[config.mk]
export PLATFORM = sky130hd
export DESIGN_NAME = fetch_unit
export DESIGN_NICKNAME = d
export VERILOG_FILES = /design/src/rtl/fetch_unit.sv
export SDC_FILE = /design/constraint.sdc
export NUM_CORES = 1
export LEC_CHECK = 0
export CAP_MARGIN = 20
export CELL_PAD_IN_SITES_DETAIL_PLACEMENT = 2
export CELL_PAD_IN_SITES_GLOBAL_PLACEMENT = 2
export CORE_ASPECT_RATIO = 0.6
export CORE_UTILIZATION = 35
export DETAILED_ROUTE_END_ITERATION = 10
export MAX_ROUTING_LAYER = met4
export PLACE_DENSITY = 0.8
export SLEW_MARGIN = 20
export SYNTH_ARGS = -nofsm -noshare
export SYNTH_HDL_FRONTEND = slang
export SYNTH_SLANG_ARGS = --single-unit
[constraint.sdc]
create_clock -name clk -period 9.6 [get_ports clk]
set_clock_uncertainty 0.05 [all_clocks]
set_input_delay 1.92 -clock clk [delete_from_list [all_inputs] [get_ports clk]]
set_output_delay 1.92 -clock clk [all_outputs]
set_load 0.005 [all_outputs]
[src/rtl/fetch_unit.sv]
// Instruction fetch stage: owns the PC, issues one-at-a-time word fetches and buffers returned words in a FIFO.
// Optional macro FETCH_MISALIGN_CHK_EN enables the sticky misaligned-redirect flag (fetch_err).
module fetch_unit #(
  parameter int                ADDR_W    = 64,
  parameter logic [ADDR_W-1:0] RESET_PC  = '0,
  parameter int                BUF_DEPTH = 2
) (
  input  logic              clk,
  input  logic              rst_n,
  output logic              imem_req_valid,
  input  logic              imem_req_ready,
  output logic [ADDR_W-1:0] imem_req_addr,
  input  logic              imem_rsp_valid,
  input  logic [31:0]       imem_rsp_data,
  output logic              inst_valid,
  input  logic              inst_ready,
  output logic [31:0]       inst,
  output logic [ADDR_W-1:0] inst_pc,
  input  logic              br_taken,
  input  logic [ADDR_W-1:0] br_base,
  input  logic [ADDR_W-1:0] br_offset,
  output logic              fetch_err
);

  localparam int PTR_W = (BUF_DEPTH > 1) ? $clog2(BUF_DEPTH) : 1;
  localparam int CNT_W = $clog2(BUF_DEPTH + 1);

  typedef enum logic [1:0] {S_IDLE, S_WAIT, S_DROP} state_t;

  state_t              r_state, w_state_nxt;
  logic [ADDR_W-1:0]   r_pc, r_tag;
  logic                r_run;
  logic [CNT_W-1:0]    r_cnt;
  logic [PTR_W-1:0]    r_wptr, r_rptr;
  logic [31:0]         r_mem_inst [BUF_DEPTH];
  logic [ADDR_W-1:0]   r_mem_pc   [BUF_DEPTH];

  logic [ADDR_W-1:0]   w_target;
  logic                w_req_valid, w_hs, w_push, w_pop, w_blk;

  function automatic logic [PTR_W-1:0] ptr_inc(input logic [PTR_W-1:0] p);
    return (p == PTR_W'(BUF_DEPTH - 1)) ? '0 : p + PTR_W'(1);
  endfunction

  assign w_target = br_base + br_offset;

`ifdef FETCH_MISALIGN_CHK_EN
  logic r_err;
  always_ff @(posedge clk or negedge rst_n) begin
    if (!rst_n)
      r_err <= 1'b0;
    else if (br_taken && (w_target[1:0] != 2'b00))
      r_err <= 1'b1;
  end
  assign w_blk     = r_err;
  assign fetch_err = r_err;
`else
  assign w_blk     = 1'b0;
  assign fetch_err = 1'b0;
`endif

  // r_run delays the first request to the cycle after reset release
  always_ff @(posedge clk or negedge rst_n) begin
    if (!rst_n) begin
      r_state <= S_IDLE;
      r_run   <= 1'b0;
      r_pc    <= RESET_PC;
    end else begin
      r_state <= w_state_nxt;
      r_run   <= 1'b1;
      if (br_taken)
        r_pc <= w_target;
      else if (w_hs)
        r_pc <= r_pc + ADDR_W'(4);
    end
  end

  always_comb begin
    w_state_nxt = r_state;
    w_req_valid = 1'b0;
    w_push      = 1'b0;
    case (r_state)
      S_IDLE: begin
        w_req_valid = r_run && !w_blk && (r_cnt < CNT_W'(BUF_DEPTH));
        if (w_req_valid && imem_req_ready)
          w_state_nxt = br_taken ? S_DROP : S_WAIT;
      end
      S_WAIT: begin
        if (imem_rsp_valid) begin
          w_push      = !br_taken;
          w_state_nxt = S_IDLE;
        end else if (br_taken) begin
          w_state_nxt = S_DROP;
        end
      end
      S_DROP: begin
        // a redirect here only moves the PC; the stale response still has to be absorbed
        if (imem_rsp_valid)
          w_state_nxt = S_IDLE;
      end
      default: w_state_nxt = S_IDLE;
    endcase
  end

  assign w_hs  = w_req_valid && imem_req_ready;
  assign w_pop = (r_cnt != '0) && inst_ready && !br_taken;

  always_ff @(posedge clk or negedge rst_n) begin
    if (!rst_n) begin
      r_cnt  <= '0;
      r_wptr <= '0;
      r_rptr <= '0;
    end else if (br_taken) begin
      r_cnt  <= '0;
      r_wptr <= '0;
      r_rptr <= '0;
    end else begin
      if (w_push) r_wptr <= ptr_inc(r_wptr);
      if (w_pop)  r_rptr <= ptr_inc(r_rptr);
      case ({w_push, w_pop})
        2'b10:   r_cnt <= r_cnt + CNT_W'(1);
        2'b01:   r_cnt <= r_cnt - CNT_W'(1);
        default: r_cnt <= r_cnt;
      endcase
    end
  end

  // Data storage carries no reset; validity is tracked by r_cnt
  always_ff @(posedge clk) begin
    if (w_hs)
      r_tag <= r_pc;
    if (w_push) begin
      r_mem_inst[r_wptr] <= imem_rsp_data;
      r_mem_pc[r_wptr]   <= r_tag;
    end
  end

  assign imem_req_valid = w_req_valid;
  assign imem_req_addr  = r_pc;
  assign inst_valid     = (r_cnt != '0);
  assign inst           = r_mem_inst[r_rptr];
  assign inst_pc        = r_mem_pc[r_rptr];

endmodule

## Word-level counts from Yosys, hierarchy flattened

Memory sizes are Yosys's and may differ from the RTL's.
Index checks and enable logic that the tools add are counted.

- Output and inout bits: 163
- Memories kept: 2
- Register bits: 135
- Bits of input ports: 166
- Bits in writable memories: 192
- Word-level logic and storage cells: 57

Memory list:

| name | depth | bits a word | rd ports | clocked after Yosys merged registers in | write ports | line | RTL |
|---|---|---|---|---|---|---|---|
| r_mem_pc | 2 | 64 | 1 | 0 | 1 | 36 | `logic [ADDR_W-1:0] r_mem_pc [BUF_DEPTH];` |
| r_mem_inst | 2 | 32 | 1 | 0 | 1 | 35 | `logic [31:0] r_mem_inst [BUF_DEPTH];` |

- $add $sub $neg: 6
- Equal/unequal tests: 7
- Order comparisons: 1
- Reductions and logical operators: 13
- Mux-type cells: 21

Operators with widths:

| operator | count |
|---|---|
| two-way mux 64 bit | 2 |
| adder 64 x 3 -> 64 bit (second input constant) | 1 |
| adder 64 bit | 1 |
| two-way mux 2 bit | 6 |
| two-way mux 1 bit | 11 |
| nonzero test 2 bit | 4 |
| one-hot mux 2 bit (3 select lines) | 1 |
| logical AND 1 bit | 5 |
| == test 2 x 1 -> 1 bit (second input constant) | 2 |
| == test 2 bit (second input constant) | 2 |
| != test 2 bit (second input constant) | 2 |
| one-hot mux 2 bit (2 select lines) | 1 |
| != test 3 bit (second input constant) | 1 |
| AND reduction 3 bit | 1 |
| nonzero test 3 bit | 1 |
| adder 1 bit (second input constant) | 2 |
| adder 2 x 1 -> 2 bit (second input constant) | 1 |
| zero test 2 bit | 1 |
| < comparator 2 bit (second input constant) | 1 |
| subtractor 2 x 1 -> 2 bit (second input constant) | 1 |
| zero test 1 bit | 1 |

## Depth between registers and ports, before layout

Gate-level depths: netlist of the first run.

- Depth in word-level cells: 6
- Mapped depth: 13
- Depth with buffers taken out: 13

## Worst setup path before layout of the first run

No wires, ideal clock.

- Path type: input to register
- Start point: input br_taken
- End point: memory r_mem_inst[1][0] (enable)
- Path slack: -0.475 ns
- Setup time: 0.688 ns
- Required time: 8.862 ns
- Cell stages on the path: 3
- Buffers on the path: 2
- Arrival: 9.336 ns
- Cell sequence: clkbuf_1 > clkbuf_1 > nor3b_1

- Cells in the longest elaborated chain, start to end: 5

RTL lines:

| item | line | RTL |
|---|---|---|
| start, declared | 19 | `input logic br_taken,` |
| zero test 1 bit | 90 | `w_push = !br_taken;` |
| two-way mux 1 bit | 89 | `if (imem_rsp_valid) begin` |
| two-way mux 1 bit | 82 | `case (r_state)` |
| two-way mux 1 bit | 132 | `if (w_push) begin` |
| two-way mux 1 bit (not written as such) | 133 | `r_mem_inst[r_wptr] <= imem_rsp_data;` |
| end, declared | 35 |  |

Every way passes these cells.

## Final worst setup path of the first run

- Start point: input br_offset[0]
- End point: register r_pc[60] (netlist: imem_req_addr[60])

- Cells in the longest elaborated chain, start to end: 2

RTL lines:

| item | line | RTL |
|---|---|---|
| start, declared | 21 | `input logic [ADDR_W-1:0] br_offset,` |
| adder 64 bit | 45 | `assign w_target = br_base + br_offset;` |
| two-way mux 64 bit | 71 | `if (br_taken)` |
| end signal, assigned | 72 | `r_pc <= w_target;` |
| end signal, assigned | 74 | `r_pc <= r_pc + ADDR_W'(4);` |
| end, declared | 31 | `logic [ADDR_W-1:0] r_pc, r_tag;` |

Every way passes these cells.
A chain may end at the register's enable or synchronous reset.

==> results of run 1 <==
## cell families after synthesis
family	Yosys count	share of synthesized area (%)
compound gates	294	11.7
other cells	2	0.0460
fa+ha+maj	65	5.03
xor+xnor	121	6.50
simple gates	324	9.47
buf+inv	79	1.85
flops	327	58.0
mux	108	7.38
## metrics by stage
| step | cell area [µm²] | power, µW |
|---|---|---|
| floorplan | 16300 | 2090 |
| global placement | 20200 | 2480 |
| detailed placement | 20200 | 2520 |
| CTS | 21400 | 3890 |
| global route | 21400 | 4000 |
| finish | 21400 | 3860 |
## critical path: cells and delay by family
family / cells / cell delay (ns)
compound gates: 7 / 1.90
buf+inv: 2 / 0.53
simple gates: 2 / 0.50
fa+ha+maj: 2 / 0.45
xor+xnor: 1 / 0.17
## registers in the layout, summed over array words and instances (netlist names)
| name | flops |
|---|---|
| r_rptr | 1 |
| r_cnt | 2 |
| r_mem_pc | 128 |
| r_tag | 64 |
| r_run | 1 |
| imem_req_addr | 64 |
| r_mem_inst | 64 |
| r_wptr | 1 |
| r_state | 2 |
## routing by layer
| layer | share of wire [%] | up-vias |
|---|---|---|
| met1 | 46 | 6088 |
| met5 | 0 | - |
| met2 | 47 | 307 |
| met4 | 2.8 | 0 |
| met3 | 4.1 | 89 |
| li1 | - | 5554 |
## where the power goes
part / switching [µW] / total [µW] / internal, µW
clock network: 559 / 1360 / 800
logic: 377 / 730 / 352
registers: 129 / 1770 / 1640
total: 1070 / 3860 / 2790
## cell usage in the layout (no fill, tap or decap), drive strengths merged, types with 27 or more instances in the layout
cell           instances
clkbuf                54
a21o                  47
nand2                 86
nand4                 30
a21oi                105
xnor2                 62
dfrtp                 71
mux2                  98
nand3                 27
clkdlybuf4s50        325
edfxtp               256
ha                    64
o21ai                 55
nor2                  99
xor2                  59
## final cells by class
type	count	share of cell area (%)
antenna	1	0.0117
clock buffer	54	5.00
clock inverter	12	0.439
inverter	25	0.439
multi-input combinational	914	30.7
sequential	327	44.2
tap	620	3.63
timing repair buffer	335	15.6
## worst min path at each step
stage,cells after the start,to,slack (ns)
after CTS,0,r_mem_pc[0][6],0.40
after detailed placement,0,r_mem_pc[0][6],0.38
after floorplan,0,r_mem_pc[0][0],0.37
final,0,r_mem_pc[0][6],0.40
after global placement,0,r_mem_pc[0][50],0.37
after global routing,0,r_mem_pc[0][27],0.41
==> impl_results.md, run 1 <==
- Chip Height: 169 µm
- Hold Fails Final Rpt: 0
- Number of nets with antenna violations after routing: 0
- Setup slack of the critical path after layout: 4.43 ns
- Max Fclk: 0.193 GHz
- Count of maximum capacitance violations: 0
- Number of iterations in the first detailed-routing pass: 5
- Number of cells on the worst reg-to-reg path: 9
- Library cell with the highest instance count after synthesis: edfxtp_1
- Setup Buffers After CTS: 0
- Average cell area after synthesis: 12.4 µm²
- Post-CTS Resized: 0
- Warnings from Yosys: 0
- Area of the mapped netlist: 16300 µm²
- Number of vias after detailed routing: 12000
- Top fanout value on the critical path: 4
- Critical Path AT: 5.47 ns
- Placed Instances: 2221
- CP Cell Sequence: clkdlybuf4s50_1 -> ha_1 -> inv_1 -> fa_1 -> nor2b_1 -> o31a_1 -> o31a_1 -> o211a_1 -> nor4b_1 -> a31oi_1 -> a31oi_1 -> o21a_1 -> xor2_1 -> a21oi_1
- Critical path data required time: 9.90 ns
- Final setup violation count: 0
- Clock tree root buffer cell: clkbuf_16
- Leak pwr: 0.00781 µW
- Hold WC Path Type: reg -> reg
- Number of buffers created by CTS: 36
- GR Layer Usage met3: 2.89%
- Maximum count of clock buffers along a single path: 3
- Storage element area: 9470 µm²
- Number of antenna violations at the first check in global routing: 2
- RSZ-0062 raised after global routing: false
- Cell with the biggest individual delay on the critical path: clkdlybuf4s50_1
- Footprint of the multi-input gates: 6570 µm²
- Headroom to the max-slew limit: 28.8%
- Effective utilization at floorplan: 35.9%
- Number of buffer cells added on primary ports: 327
- Via count of the first global-routing pass: 13200
- Portion of the post-synthesis area used by sequential elements: 58.0%
- Post-Synthesis Cells: 1320
- Average via count per standard cell: 5.26
- Power per unit of standard cell area: 180 nW/µm²
- DP Wirelength: 41900 µm
- Critical path capture point: imem_req_addr[60]
- Leading cell types by total area after synthesis: edfxtp_1 47%, dfrtp_1 11%, mux2_2 6.8%, ha_1 4.9%, xnor2_1 3.3%
- Clock latency on the worst-skew pair: 0.52 ns
- Final count of pins violating max slew: 0
- Tmin final: 5.17 ns
- Number of placement rows: 60
- DR WL/cell: 24.0 µm
- CTS tree: built
- Yosys top cell by area: edfxtp_1
- Filler Cells Inserted: 4505
- Total Neg Setup Slack: 0 ns
- Worst Setup SP: br_offset[0]
- Synth async-reset ratio: 21.7%
- # clock sinks: 327
- Net count of the finished layout: 1870
- GR met2 Demand/Resource: 37.7%
- Slew of the pin with the lowest slew margin: 1.07 ns
- Top-Level Pins: 329
- Post-synth top area share: 47.1%
- CTS H-Tree Depth: 2
- Weighted congestion at the end of routability-driven global placement: 0.856
- Largest net degree at the start of global routing: 98
- Maximum single-stage delay on the critical path: 0.44 ns
- Outcome: complete, no violations
- Global-route wire length before repair: 82800 µm
- Hold_ws: 0.399 ns
- Sort of element at the end of the critical path: flip-flop
- Startpoint type of the worst setup path: primary input
- Syn Nets: 1551
- Utilization of the core after routing: 47.1%
- Crit Path Class: in -> reg
- DRC errors left: 0
- Flip-flop and latch count after synthesis: 327
- Hold wc startpoint: r_tag[6]
- Cts hold-fix bufs: 0
- Die Footprint: 47500 µm²
- Largest vdd supply drop: 0.0877 mV
- Post-placement setup slack: 3.90 ns
- Post-layout instance count excluding filler cells: 2288
- Post-Route WL: 54900 µm
- Period Utilization, post-route: 53.9%
- Reg-to-reg critical path endpoint: imem_req_addr[58]
- Worst flop-to-flop path startpoint: imem_req_addr[12]
- Most frequent cells after synthesis: 256 x edfxtp_1, 103 x a21oi_1, 99 x nor2_1
- Placeable core area: 45400 µm²
- Global-route usage over all layers: 23.6%
- Post-CTS clock slew at the launch and capture registers of the worst setup and hold paths: 0.06 ns
- Area growth from synthesis to layout: 31.2%
- Met1 demand-to-capacity share in global routing: 31.6%
- Initial drt markers: 645
- Final global-route overflow total: 0
- Cell variety after synth: 73
- Register-to-register setup slack: 6.08 ns
- Routing layer with the top usage in global route: met2
- Top_reg_cell synth: edfxtp_1
- Share of post-route cells with drive strength above 1: 11.3%
- Number of flops mapped to enable cells by yosys: 256
- Horizontal extent of the die: 281 µm
Power figures use the tool's default switching activity.
==> inputs of run 2 (changes only) <==
==> constraint.sdc (replaced) <==
create_clock -name clk -period 5.4 [get_ports clk]
set_clock_uncertainty 0.05 [all_clocks]
set_input_delay 1.08 -clock clk [delete_from_list [all_inputs] [get_ports clk]]
set_output_delay 1.08 -clock clk [all_outputs]
set_load 0.005 [all_outputs]
==> run 2 against run 1 <==
  * Clock power grew 84%
  * Sequential power grew 77%
  * Die area is the same
  * Worst setup slack lost 3.3 ns
  * Routed wire length grew 0.88%
  * Sequential cell count is the same
  * Clock-buffer cell count shrank 1
  * Via count shrank 0.39%
  * Register-to-register slack lost 4.1 ns
  * Total power grew 80%
  * Critical endpoint unchanged
  * Largest power group unchanged
==> impl_results.md, run 2 (synthesis gave the netlist of run 1 again) <==
- Outcome: complete, no violations (unchanged)
- Placeable core area: 45400 µm² (unchanged)
- Slew of the pin with the lowest slew margin: 1.00 ns (was 1.07 ns)
- Effective utilization at floorplan: 35.9% (unchanged)
- Largest net degree at the start of global routing: 72 (was 98)
- Leading cell types in the layout, fill and taps excluded: 325 x clkdlybuf4s50_1, 256 x edfxtp_1, 103 x a21oi_1 (unchanged)
- Setup slack of the critical path after layout: 1.17 ns (was 4.43 ns)
- Horizontal extent of the die: 281 µm (unchanged)
- CTS tree: built (unchanged)
- Leak pwr: 0.00788 µW (was 0.00781 µW)
- Top-Level Pins: 329 (unchanged)
- Via count of the first global-routing pass: 13100 (was 13200)
- Global-route wire length before repair: 83200 µm (was 82800 µm)
- Post-CTS clock slew at the launch and capture registers of the worst setup and hold paths: 0.06 ns (about the same)
- Number of iterations in the first detailed-routing pass: 7 (was 5)
- DP Wirelength: 42200 µm (was 41900 µm)
- Initial drt markers: 715 (was 645)
- Hold WC Path Type: reg -> reg (unchanged)
- Average via count per standard cell: 5.23 (was 5.26)
- Headroom to the max-slew limit: 33.3% (was 28.8%)
- Clock latency on the worst-skew pair: 0.52 ns (about the same)
- Hold Fails Final Rpt: 0 (unchanged)
- Critical Path AT: 4.55 ns (was 5.47 ns)
- Max Fclk: 0.237 GHz
- Number of buffers created by CTS: 35 (was 36)
- Sort of element at the end of the critical path: flip-flop (unchanged)
- DR WL/cell: 24.2 µm (was 24.0 µm)
- Post-Route WL: 55400 µm (was 54900 µm)
- Number of vias after detailed routing: 12000 (about the same)
- Power after layout: 6950 µW (was 3860 µW)
- Crit Path Class: in -> reg (unchanged)
- Setup Buffers After CTS: 0 (unchanged)
- Net count of the finished layout: 1876 (was 1870)
- Clock tree root buffer cell: clkbuf_16 (unchanged)
- Max reg flops: 128 (unchanged)
- Footprint of the multi-input gates: 6570 µm² (about the same)
- Die Footprint: 47500 µm² (unchanged)
- Share of post-route cells with drive strength above 1: 11.8% (was 11.3%)
- Maximum count of clock buffers along a single path: 3 (unchanged)
- Startpoint type of the worst setup path: primary input (unchanged)
- Post-placement setup slack: 0.625 ns (was 3.90 ns)
- Chip Height: 169 µm (unchanged)
- Power per unit of standard cell area: 323 nW/µm² (was 180 nW/µm²)
- Tmin final: 4.23 ns
- Filler Cells Inserted: 4475 (was 4505)
- Final setup violation count: 0 (unchanged)
- Global-route usage over all layers: 23.9% (was 23.6%)
- Weighted congestion at the end of routability-driven global placement: 0.867 (was 0.856)
- Register ranked first by flip-flop count: r_mem_pc (unchanged)
- Number of placement rows: 60 (unchanged)
- Top fanout value on the critical path: 4 (unchanged)
- Number of antenna violations at the first check in global routing: 2 (unchanged)
- Final global-route overflow total: 0 (unchanged)
- Storage element area: 9470 µm² (unchanged)
- Period Utilization, post-route: 78.3%
- Cts hold-fix bufs: 0 (unchanged)
- CTS H-Tree Depth: 2 (unchanged)
- RSZ-0062 raised after global routing: false (unchanged)
- DRC errors left: 0 (unchanged)
- Most common cell after layout, fill and taps aside: clkdlybuf4s50_1 (unchanged)
- Critical path data required time: 5.72 ns (was 9.90 ns)
- Final count of pins violating max slew: 0 (unchanged)
- Number of nets with antenna violations after routing: 0 (unchanged)
- # clock sinks: 327 (unchanged)
- Count of maximum capacitance violations: 0 (unchanged)
- Number of buffer cells added on primary ports: 327 (unchanged)
- Largest vdd supply drop: 0.178 mV (was 0.0877 mV)
- Post-CTS Resized: 0 (unchanged)
- Area growth from synthesis to layout: 32.0% (was 31.2%)
-- run 2: cell types whose count changed in the layout (fill, tap and decap cells not counted), moves of 3 or more --
| cell | before | now |
|---|---|---|
| clkbuf_1 | 10 | 7 |
| clkbuf_8 | 6 | 9 |
| clkinv_1 | 4 | 1 |
| buf_4 | 10 | 14 |
| buf_12 | 0 | 3 |
-- run 2: cell type report --
cell class | count | share of cell area [%]
diodes | 3 | 0.0349
clock buffers | 53 | 5.00
multi-input cells | 914 | 30.5
inverters | 25 | 0.436
repair buffers | 342 | 15.9
well taps | 620 | 3.60
flip-flops and latches | 327 | 44.0
clock inverters | 10 | 0.587
-- run 2: power by group --
| part | internal, µW | switching, µW | total (µW) |
|---|---|---|---|
| combinational | 631 | 670 | 1300 |
| clock | 1520 | 982 | 2500 |
| sequential | 2910 | 233 | 3140 |
| total | 5060 | 1890 | 6950 |
-- run 2: path summary, 6_finish.rpt --
kind                             startpoint                end  slack [ns]  cells past startpoint
setup reg to reg           imem_req_addr[9]  imem_req_addr[53]        2.03                      8
min in group asynchronous             rst_n  imem_req_addr[16]        0.51                      1
setup / recovery                 br_base[0]  imem_req_addr[60]        1.17                     14
hold reg to reg                   r_tag[18]    r_mem_pc[0][18]        0.40                      0
max in group asynchronous             rst_n             r_rptr        4.14                      2
hold / removal                    r_tag[18]    r_mem_pc[0][18]        0.40                      0
-- run 2: metrics by stage --
| step | TNS, ns | hold WS, ns | std cells | instance area [µm²] | utilization, % |
|---|---|---|---|---|---|
| floorplan | -78.33 | 0.371 | 1320 | 16300 | - |
| global placement | 0 | 0.373 | 2227 | 20300 | 44.7 |
| detailed placement | 0 | 0.385 | 2227 | 20300 | 44.7 |
| CTS | 0 | 0.398 | 2290 | 21500 | 47.4 |
| global route | 0 | 0.420 | 2292 | 21500 | 47.4 |
| finish | 0 | 0.398 | 2294 | 21500 | 47.4 |
-- run 2: per-layer routing --
metal / vias to the layer above / track usage, % / wire (µm)
li1: 5557 / - / -
met1: 6092 / 31.6 / 25600
met2: 274 / 38.6 / 26400
met3: 68 / 2.86 / 2020
met4: 0 / 6.70 / 1430
met5: - / - / 0
-- run 2: worst max-delay path, cell delays in order --
cell,delay [ns]
clkdlybuf4s50_1,0.40
ha_1,0.23
inv_1,0.10
fa_1,0.22
nor2b_1,0.07
o31a_1,0.31
o31a_1,0.37
o211a_1,0.26
nor4b_1,0.42
a31oi_1,0.28
a31oi_1,0.35
o21a_1,0.20
xor2_1,0.15
a21oi_1,0.09
==> inputs of run 3 (changes only) <==
--- a/config.mk
+++ b/config.mk
@@ -9,10 +9,10 @@
 export CELL_PAD_IN_SITES_DETAIL_PLACEMENT = 2
 export CELL_PAD_IN_SITES_GLOBAL_PLACEMENT = 2
 export CORE_ASPECT_RATIO = 0.6
-export CORE_UTILIZATION = 35
+export CORE_UTILIZATION = 31
 export DETAILED_ROUTE_END_ITERATION = 10
 export MAX_ROUTING_LAYER = met4
-export PLACE_DENSITY = 0.8
+export PLACE_DENSITY = 0.74
 export SLEW_MARGIN = 20
 export SYNTH_ARGS = -nofsm -noshare
 export SYNTH_HDL_FRONTEND = slang
==> constraint.sdc (replaced) <==
create_clock -name clk -period 3.5 [get_ports clk]
set_clock_uncertainty 0.05 [all_clocks]
set_input_delay 0.7 -clock clk [delete_from_list [all_inputs] [get_ports clk]]
set_output_delay 0.7 -clock clk [all_outputs]
set_load 0.005 [all_outputs]
==> run 3 against run 2 <==
  * Worst setup slack worse by 1.1 ns
  * Final area up 8.1%
  * Largest cell class unchanged
  * Global-route usage down 2.1 points
  * Clock-buffer cell count down 1
  * Combinational power up 88%
  * Final cell count up 11%
  * Critical path depth up 2
  * Sequential cell count unchanged
  * Clock power up 48%
  * Sequential power up 54%
==> impl_results.md, run 3 (synthesis gave the netlist of run 1 again) <==
- Outcome: complete, no violations (unchanged)
- Number of placement rows: 64 (was 60)
- Maximum single-stage delay on the critical path: 0.44 ns (was 0.42 ns)
- Placed Instances: 2481 (was 2227)
- Die Footprint: 53600 µm² (was 47500 µm²)
- Global-route wire length before repair: 87500 µm (was 83200 µm)
- Cell with the most instances on the worst path: buf_4
- Antenna diode count: 0 (was 3)
- Hold Fails Final Rpt: 0 (unchanged)
- Critical Path AT: 3.78 ns (was 4.55 ns)
- Startpoint type of the worst setup path: primary input (unchanged)
- Post-placement setup slack: -0.946 ns (was 0.625 ns)
- Placeable core area: 51500 µm² (was 45400 µm²)
- DR WL/cell: 22.6 µm (was 24.2 µm)
- Crit-path leading delay family: compound AO/OA/AOI/OAI gates (unchanged)
- Clock tree root buffer cell: clkbuf_16 (unchanged)
- Reg-to-reg critical path endpoint: imem_req_addr[58] (was imem_req_addr[53])
- Slew of the pin with the lowest slew margin: 0.633 ns (was 1.00 ns)
- Count of buffer and inverter cells on the critical path: 5 (was 2)
- Crit Path Class: in -> reg (unchanged)
- Largest net degree at the start of global routing: 94 (was 72)
- Number of cells on the worst reg-to-reg path: 10 (was 8)
- Critical path capture point: imem_req_addr[63] (was imem_req_addr[60])
- Worst flop-to-flop path startpoint: imem_req_addr[12] (was imem_req_addr[9])
- CTS tree: built (unchanged)
- Clock latency on the worst-skew pair: 0.53 ns (was 0.52 ns)
- Area growth from synthesis to layout: 42.7% (was 32.0%)
- Post-CTS clock slew at the launch and capture registers of the worst setup and hold paths: 0.06 ns (about the same)
- Net count of the finished layout: 2065 (was 1876)
- Number of buffers created by CTS: 37 (was 35)
- Post-Route WL: 57800 µm (was 55400 µm)
- Max reg flops: 128 (unchanged)
- Final count of pins violating max slew: 0 (unchanged)
- Final global-route overflow total: 0 (unchanged)
- Number of buffer cells added on primary ports: 327 (unchanged)
- Number of antenna violations at the first check in global routing: 0 (was 2)
- Maximum count of clock buffers along a single path: 3 (unchanged)
- Number of nets with antenna violations after routing: 0 (unchanged)
- Final setup violation count: 0 (unchanged)
- Via count of the first global-routing pass: 14100 (was 13100)
- Headroom to the max-slew limit: 57.8% (was 33.3%)
- Number of iterations in the first detailed-routing pass: 5 (was 7)
- Number of gates on the worst path with buffers counted: 16 (was 14)
- DRC errors left: 0 (unchanged)
- Register-to-register setup slack: 0.46 ns (was 2.03 ns)
- Sort of element at the end of the critical path: flip-flop (unchanged)
- Initial drt markers: 661 (was 715)
- Number of vias after detailed routing: 12700 (was 12000)
- Critical path data required time: 3.82 ns (was 5.72 ns)
- Count of maximum capacitance violations: 0 (unchanged)
- Leak pwr: 0.00886 µW (was 0.00788 µW)
- CTS H-Tree Depth: 2 (unchanged)
- Effective utilization at floorplan: 31.7% (was 35.9%)
- Top fanout value on the critical path: 4 (unchanged)
- Cell with the biggest individual delay on the critical path: clkdlybuf4s50_1 (was nor4b_1)
- Global-route usage over all layers: 21.7% (was 23.9%)
- RSZ-0062 raised after global routing: true (was false)
- Period Utilization, post-route: 98.8%
- Weighted congestion at the end of routability-driven global placement: 0.833 (was 0.867)
- Chip Height: 180 µm (was 169 µm)
- Setup slack of the critical path after layout: 0.0436 ns (was 1.17 ns)
- Worst Setup SP: br_base[1] (was br_base[0])
- CP Cell Sequence: clkdlybuf4s50_1 -> ha_1 -> a211oi_2 -> buf_4 -> nor2_4 -> a211oi_2 -> buf_4 -> buf_4 -> o21ai_4 -> a31oi_4 -> o41ai_4 -> buf_4 -> a21oi_4 -> o41ai_4 -> xnor2_1 -> a21oi_1 (was clkdlybuf4s50_1 -> ha_1 -> inv_1 -> fa_1 -> nor2b_1 -> o31a_1 -> o31a_1 -> o211a_1 -> nor4b_1 -> a31oi_1 -> a31oi_1 -> o21a_1 -> xor2_1 -> a21oi_1)
- Hold WC Path Type: in -> async (was reg -> reg)
- Power per unit of standard cell area: 470 nW/µm² (was 323 nW/µm²)
- Hold_ws: 0.0878 ns (was 0.398 ns)
- Top-Level Pins: 329 (unchanged)
- Average via count per standard cell: 4.95 (was 5.23)
- Largest vdd supply drop: 0.241 mV (was 0.178 mV)
- Horizontal extent of the die: 298 µm (was 281 µm)
- Leading cell types in the layout, fill and taps excluded: 321 x clkdlybuf4s50_1, 256 x edfxtp_1, 197 x buf_4 (was 325 x clkdlybuf4s50_1, 256 x edfxtp_1, 103 x a21oi_1)
- Max Fclk: 0.289 GHz
- Register ranked first by flip-flop count: r_mem_pc (unchanged)
- Tmin final: 3.46 ns
- # clock sinks: 327 (unchanged)
- Utilization of the core after routing: 45.2% (was 47.4%)
- Share of post-route cells with drive strength above 1: 22.0% (was 11.8%)
- Post-layout instance count excluding filler cells: 2555 (was 2294)
- DP Wirelength: 44200 µm (was 42200 µm)
- Most common cell after layout, fill and taps aside: clkdlybuf4s50_1 (unchanged)
- Cts hold-fix bufs: 0 (unchanged)
run 3: cell types whose count changed in the layout (fill, tap and decap cells not counted), sizes merged, moves of 2 or more:
cell and change:
dlymetal6s2s +2, diode -3, dlygate4sd2 +2, buf +187, clkinv +6, inv +2
bufinv -2, clkdlybuf4s50 -4
run 3: worst register-to-register path: cells and delay by family, from the launching register on:
| family | cells | cell delay (ns) |
|---|---|---|
| AND/OR/NAND/NOR | 6 | 1.56 |
| flip-flops | 1 | 0.48 |
| AO/OA/AOI/OAI | 2 | 0.42 |
| XOR/XNOR | 1 | 0.27 |
| buffers and inverters | 1 | 0.18 |
run 3: worst min-delay path by stage:
| stage | start | end | slack, ns |
|---|---|---|---|
| 5_1_grt | rst_n | imem_req_addr[21] | 0.1 |
| 6_report | rst_n | imem_req_addr[21] | 0.09 |
| 3_5_place_dp | r_tag[5] | r_mem_pc[1][5] | 0.38 |
| 3_3_place_gp | r_tag[53] | r_mem_pc[0][53] | 0.37 |
| 4_1_cts | rst_n | imem_req_addr[25] | 0.08 |
| 2_1_floorplan | rst_n | imem_req_addr[0] | 0.35 |
run 3: layout make-up:
| class | instances | area (µm²) |
|---|---|---|
| fillers | 5174 | 28200 |
| well taps | 693 | 867 |
| inverters | 25 | 93.8 |
| clock buffers | 52 | 1040 |
| repair buffers | 529 | 4870 |
| flip-flops and latches | 327 | 9470 |
| multi-input cells | 914 | 6850 |
| clock inverters | 15 | 101 |
run 3: what timing repair did:
action                                  in CTS  in global routing
endpoints found under the setup margin      19                 18
pin swaps                                   17                 20
gates resized for setup                     18                 32
hold endpoints to repair                     0                  0
buffers inserted                             4                  3
run 3: stage by stage:
stage / setup TNS (ns) / area (µm²) / power [µW]
6_report: 0 / 23300 / 11000
4_1_cts: 0 / 23100 / 11000
2_1_floorplan: -73.01 / 16400 / 5740
3_3_place_gp: -16.53 / 21800 / 7120
3_5_place_dp: -22.55 / 21800 / 7240
5_1_grt: -0.0766 / 23300 / 11400
run 3: report_power, final:
group          switching, µW  internal, µW
Sequential               328          4490
Combinational           1190          1250
Clock                   1540          2160
run 3: per-layer routing:
| metal | vias to the layer above | global-route usage [%] | wire length, µm |
|---|---|---|---|
| met3 | 49 | 2.42 | 1650 |
| met4 | 0 | 4.18 | 843 |
| li1 | 5932 | - | - |
| met2 | 221 | 35.8 | 28300 |
| met1 | 6458 | 29.0 | 27000 |
| met5 | - | - | 0 |
